File: src/rtl/cds_multi_strobe_generator.sv
// cds_multi_strobe_generator: trigger-started sequencer emitting per-channel delayed strobe pulses
module cds_multi_strobe_generator #(
  parameter int NUM_STROBES = 2,
  parameter int DELAY_WIDTH = 16,
  parameter int PW_WIDTH    = 8
) (
  input  logic                             clk,
  input  logic                             reset,
  input  logic                             trigger,
  input  logic                             enable,
  input  logic [NUM_STROBES*DELAY_WIDTH-1:0] cds_delay,
  input  logic [NUM_STROBES*PW_WIDTH-1:0]    strobe_width,
  output logic [NUM_STROBES-1:0]           cds_strobe,
  output logic                             busy,
  output logic                             done,
  output logic                             overrun
);
  localparam int CW = DELAY_WIDTH + 1;
  typedef enum logic {IDLE, RUN} state_t;
  state_t state, state_nx;
  logic trigger_d, edge_det, last, start;
  logic [CW-1:0] count, end_max;
  logic [NUM_STROBES*DELAY_WIDTH-1:0] delay_q;
  logic [NUM_STROBES*PW_WIDTH-1:0] width_q;
  logic [CW-1:0] lo [NUM_STROBES];
  logic [CW-1:0] hi [NUM_STROBES];
  logic [NUM_STROBES-1:0] strobe_nx;
  for (genvar k = 0; k < NUM_STROBES; k++) begin : g_win
    assign lo[k] = {1'b0, delay_q[k*DELAY_WIDTH +: DELAY_WIDTH]};
    assign hi[k] = lo[k] + CW'(width_q[k*PW_WIDTH +: PW_WIDTH]);
    assign strobe_nx[k] = (count >= lo[k]) && (count < hi[k]);
  end
  // sequence length is the latest window end over all channels
  always_comb begin
    end_max = '0;
    for (int k = 0; k < NUM_STROBES; k++)
      end_max = (hi[k] > end_max) ? hi[k] : end_max;
  end
  // edge detect, completion and acceptance (back-to-back allowed on the completion cycle)
  always_comb begin
    edge_det = trigger & ~trigger_d;
    last     = (state == RUN) && (count == end_max);
    start    = edge_det && enable && ((state == IDLE) || last);
    state_nx = start ? RUN : (last ? IDLE : state);
  end
  // state register
  always_ff @(posedge clk or posedge reset)
    if (reset) state <= IDLE;
    else state <= state_nx;
  // datapath: latched config, cycle counter and registered outputs
  always_ff @(posedge clk or posedge reset)
    if (reset) begin
      trigger_d  <= 1'b1;
      count      <= '0;
      delay_q    <= '0;
      width_q    <= '0;
      cds_strobe <= '0;
      busy       <= 1'b0;
      done       <= 1'b0;
      overrun    <= 1'b0;
    end else begin
      trigger_d  <= trigger;
      delay_q    <= start ? cds_delay : delay_q;
      width_q    <= start ? strobe_width : width_q;
      count      <= (start || last) ? '0 : (state == RUN) ? count + CW'(1) : count;
      cds_strobe <= (state == RUN && !last) ? strobe_nx : '0;
      busy       <= (state_nx == RUN);
      done       <= last;
      overrun    <= edge_det && enable && (state == RUN) && !last;
    end
endmodule
File: config.mk
export PLATFORM = sky130hd
export DESIGN_NAME = cds_multi_strobe_generator
export DESIGN_NICKNAME = d
export VERILOG_FILES = /design/src/rtl/cds_multi_strobe_generator.sv
export SDC_FILE = /design/constraint.sdc
export NUM_CORES = 1
export LEC_CHECK = 0
export ABC_AREA = 1
export BUFFER_PORTS_ARGS = -buffer_cell sky130_fd_sc_hd__buf_2
export CAP_MARGIN = 20
export CORE_MARGIN = 5
export CORE_UTILIZATION = 40
export CTS_BUF_LIST = sky130_fd_sc_hd__clkbuf_8 sky130_fd_sc_hd__clkbuf_16
export CTS_CLUSTER_DIAMETER = 200
export DETAILED_ROUTE_END_ITERATION = 6
export PLACE_DENSITY = 0.62
export SETUP_SLACK_MARGIN = 0.4
export SLEW_MARGIN = 40
export SYNTH_ARGS = -nofsm -noshare
export SYNTH_HDL_FRONTEND = slang
export SYNTH_SLANG_ARGS = --single-unit
File: constraint.sdc
create_clock -name clk -period 3.93 [get_ports clk]
set_input_delay 0.1965 -clock clk [delete_from_list [all_inputs] [get_ports clk]]
set_output_delay 0.1965 -clock clk [all_outputs]
set_load 0.05 [all_outputs]
==> results by group <==
STA
  – Worst Tran Pin Value: 611.4 ps
  – Relative slew slack: 0.5914
  – Crit path time final: 4251 ps
  – Final WS setup: -321.4 ps
  – Max Slew Vio Count: 0
  – RSZ-0062 raised after global routing: yes
  – Fmax: 0.2352 GHz
  – Hold Fails Final Rpt: 0
  – Final period util: 1.082
  – Setup Viol. Count Final: between 60 and 70
  – Clock Skew: 14.11 ps

Pwr
  – VDD IR max: 0.4674 mV
  – PwrDens: 957.9 nW/um2
  – Pleak: roughly 0.0050 uW

Critical path
  – WP data arrival: 4540 ps
  – WP buf/inv: 4
  – CP Capture Type: register
  – Crit-path max FO: 7
  – FF-to-FF End: delay_q[28]
  – Crit path kind: reg2reg
  – Worst path max stage delay: 360 ps
  – R2R depth: 28
  – CP max-delay cell: dfrtp_1
  – Largest delay contributor family on the critical path: simple AND/OR/NAND/NOR gates
  – Critical Path RT: about 4200 ps
  – Critical path launch point type: register
  – R2r setup slk: -320 ps
  – FF-to-FF Start: width_q[0]

Synth
  – Synth Warn #: 0
  – Synth Area per Inst: 6.751 um2
  – Sequential fraction of the synthesis area: 0.2574
  – Post-Syn Instances: 1,023
  – Post-synth EDFFs: 0
  – Top-area cell type share of the netlist area: 0.2536
  – Synthesized cell area: 6907 um2
  – Most used DFF post-synth: dfrtp_1
  – Area leader, netlist: dfrtp_1
  – Synth top area cells: dfrtp_1 (25%), nand2_1 (19%), ha_1 (18%)
  – Post-synth net total: 1,175
  – Fraction of registers with async set/reset: 1.000
  – Yosys reg bits: 71
  – Netlist cell types: 40

Place
  – DPL Wire Length: approximately 17,000 um
  – Final GP Congestion: 0.9660
  – Number of port buffers: 56
  – Placed cell area: 8015 um2
  – Setup Slack @ Placement: -290.2 ps

Routing
  – First-pass DRT Iterations: 6
  – Vias: 7,275
  – Wire length per cell: 16.97 um
  – DRC: 0
  – Post-Route WL: 23,820 um
  – Detail Route Antenna Nets: 0
  – Iter 0 DRT Violations: 578
  – DR vias/cell: 5.185

Cells and area
  – Antenna cells: 0
  – Share of cells above drive strength 1: 0.2487
  – Commonest non-fill, non-tap cell in the layout: nand2_1
  – Fillers: 1,605
  – P&R area growth vs syn: 35.04%
  – Seq. cell area: approximately 1800 um2
  – Final nets: roughly 1,300
  – Final instance area: 9326 um2
  – Multi-input gate area: 5066 um2
  – Most frequent cells in the layout: nand2_1 (320), inv_1 (127), nand3_1 (90), ha_1 (85), buf_4 (85)

CTS
  – Htree depth: 3
  – Clock Root Buffer: clkbuf_16
  – Number of buffers created by CTS: 9
  – Clock slew at reported path FFs: ~70 ps
  – Skew-Pair Late Insertion Delay: 350 ps
  – Clk buf depth: 2
  – Clock sinks: 71
  – TritonCTS clock tree: built

Floorplanning
  – Die Span Y: around 140 um
  – Die Width: 141.4 um
  – Std cell rows: between 40 and 50
  – Io pins: 57
  – Initial core utilization: 0.4035
  – Die footprint: 19,990 um2
  – Core area: 17,120 um2

Worst hold path
  – HP Start: strobe_width[14]
  – Worst Hold Path Cells: 3
  – HP Class: in2reg
  – Hold EP: width_q[14]

Global routing
  – Most crowded layer after global routing: met2
  – GR Util All Layers: 0.2214
  – First-pass GRT wire length: between 30,000 and 40,000 um
  – GRT met2 Usage: 0.3401
  – Vias in the first global route: 6,657
  – GR Util met1: 0.3254
  – Initial antenna violation count: 0
  – Congestion Overflow GR: 0
  – M3 GR Usage: 0.03067
  – Largest net degree at the start of global routing: 50

Status
  – Status: complete, but fails checks
  – Failing checks: setup timing

Job
  – Max cap viols: 0
-- state kept, by name (all words and copies together) (netlist names) --
signal and flops:
busy 1, cds_strobe 2, count 17, delay_q 32, done 1, overrun 1
trigger_d 1, width_q 16
-- how the worst max path moves through the flow --
stage                             end  cells after the start  slack (ps)        start
final                     delay_q[28]                     28        -320   width_q[0]
after global routing      width_q[10]                     29        -490  delay_q[17]
after CTS                 delay_q[11]                     30        -190   width_q[0]
after detailed placement  width_q[10]                     28        -290  delay_q[16]
after global placement    delay_q[31]                     28        -240   width_q[8]
after floorplan            width_q[9]                     31         210   delay_q[0]
-- stage by stage --
stage	TNS, ps	instances	power (uW)	hold slack (ps)	utilization
finish	-19540	1403	8933	67.86	0.5449
global route	-30840	1403	9781	71.45	0.5449
CTS	-9750	1385	7790	58.91	0.4980
detailed placement	-15900	1362	6745	266.5	0.4683
global placement	-12550	1362	6665	312.4	0.4681
floorplan	0	1023	4806	201.0	-
-- worst reg2reg max path: cells and delay by family, from the launching register on --
| kind | cells | cell delay (ps) |
|---|---|---|
| buffers and inverters | 4 | 630 |
| XOR/XNOR | 1 | 160 |
| flip-flops | 1 | 360 |
| adder cells (fa/ha/maj) | 3 | 850 |
| AO/OA/AOI/OAI | 2 | 340 |
| AND/OR/NAND/NOR | 18 | 1840 |
-- report_power, final --
part           internal, uW  total, uW  switching, uW
logic                  2900       6670           3770
registers               990       1400            408
clock network           499        866            367
-- kinds of logic after synthesis --
group | share of synthesized area
AO/OA/AOI/OAI | 0.07065
XOR/XNOR | 0.04565
adder cells (fa/ha/maj) | 0.1833
buffers and inverters | 0.09601
flip-flops | 0.2574
AND/OR/NAND/NOR | 0.3469
-- layer usage --
layer | vias up | part of all wire
met3 | 34 | 0.068
met5 | - | 0
met2 | 263 | 0.46
met1 | 3365 | 0.46
met4 | 0 | 0.022
li1 | 3613 | -
-- timing repair --
item,in CTS,in global routing
hold buffers,2,0
pin swaps,4,30
endpoints found under the hold margin,40,0
buffers inserted,2,6
gates cloned,3,12
endpoints found under the setup margin,70,70
resized for setup,23,100
-- Yosys cell counts (2+ instances only) --
master    count
buf_2         7
a211oi_1      5
ha_1         98
a21o_1        3
a21oi_1      40
buf_4         2
buf_6         6
nand3b_1      3
nand2_2       5
nand3_2       2
nor3_1       12
xor2_1       26
fa_1          2
inv_1       130
o211ai_1      3
nor2_1       59
o31ai_1       2
xnor2_1      10
nand3_1     112
nor3_2        2
dfrtp_1      70
inv_2         5
and2_1        3
clkbuf_1      9
o21ai_1       3
nor4_1        2
o22ai_1      11
o21ai_0      13
nand4_1      11
nand2_1     357
-- area by class of cell --
cell class,count,share of cell area
Clock buffer,9,0.02415
Tap cell,225,0.03019
Sequential cell,71,0.1906
Timing Repair Buffer,162,0.1476
Clock inverter,7,0.008318
Multi-Input combinational cell,794,0.5432
Inverter,135,0.05594
(Power assumes the default switching activity.)
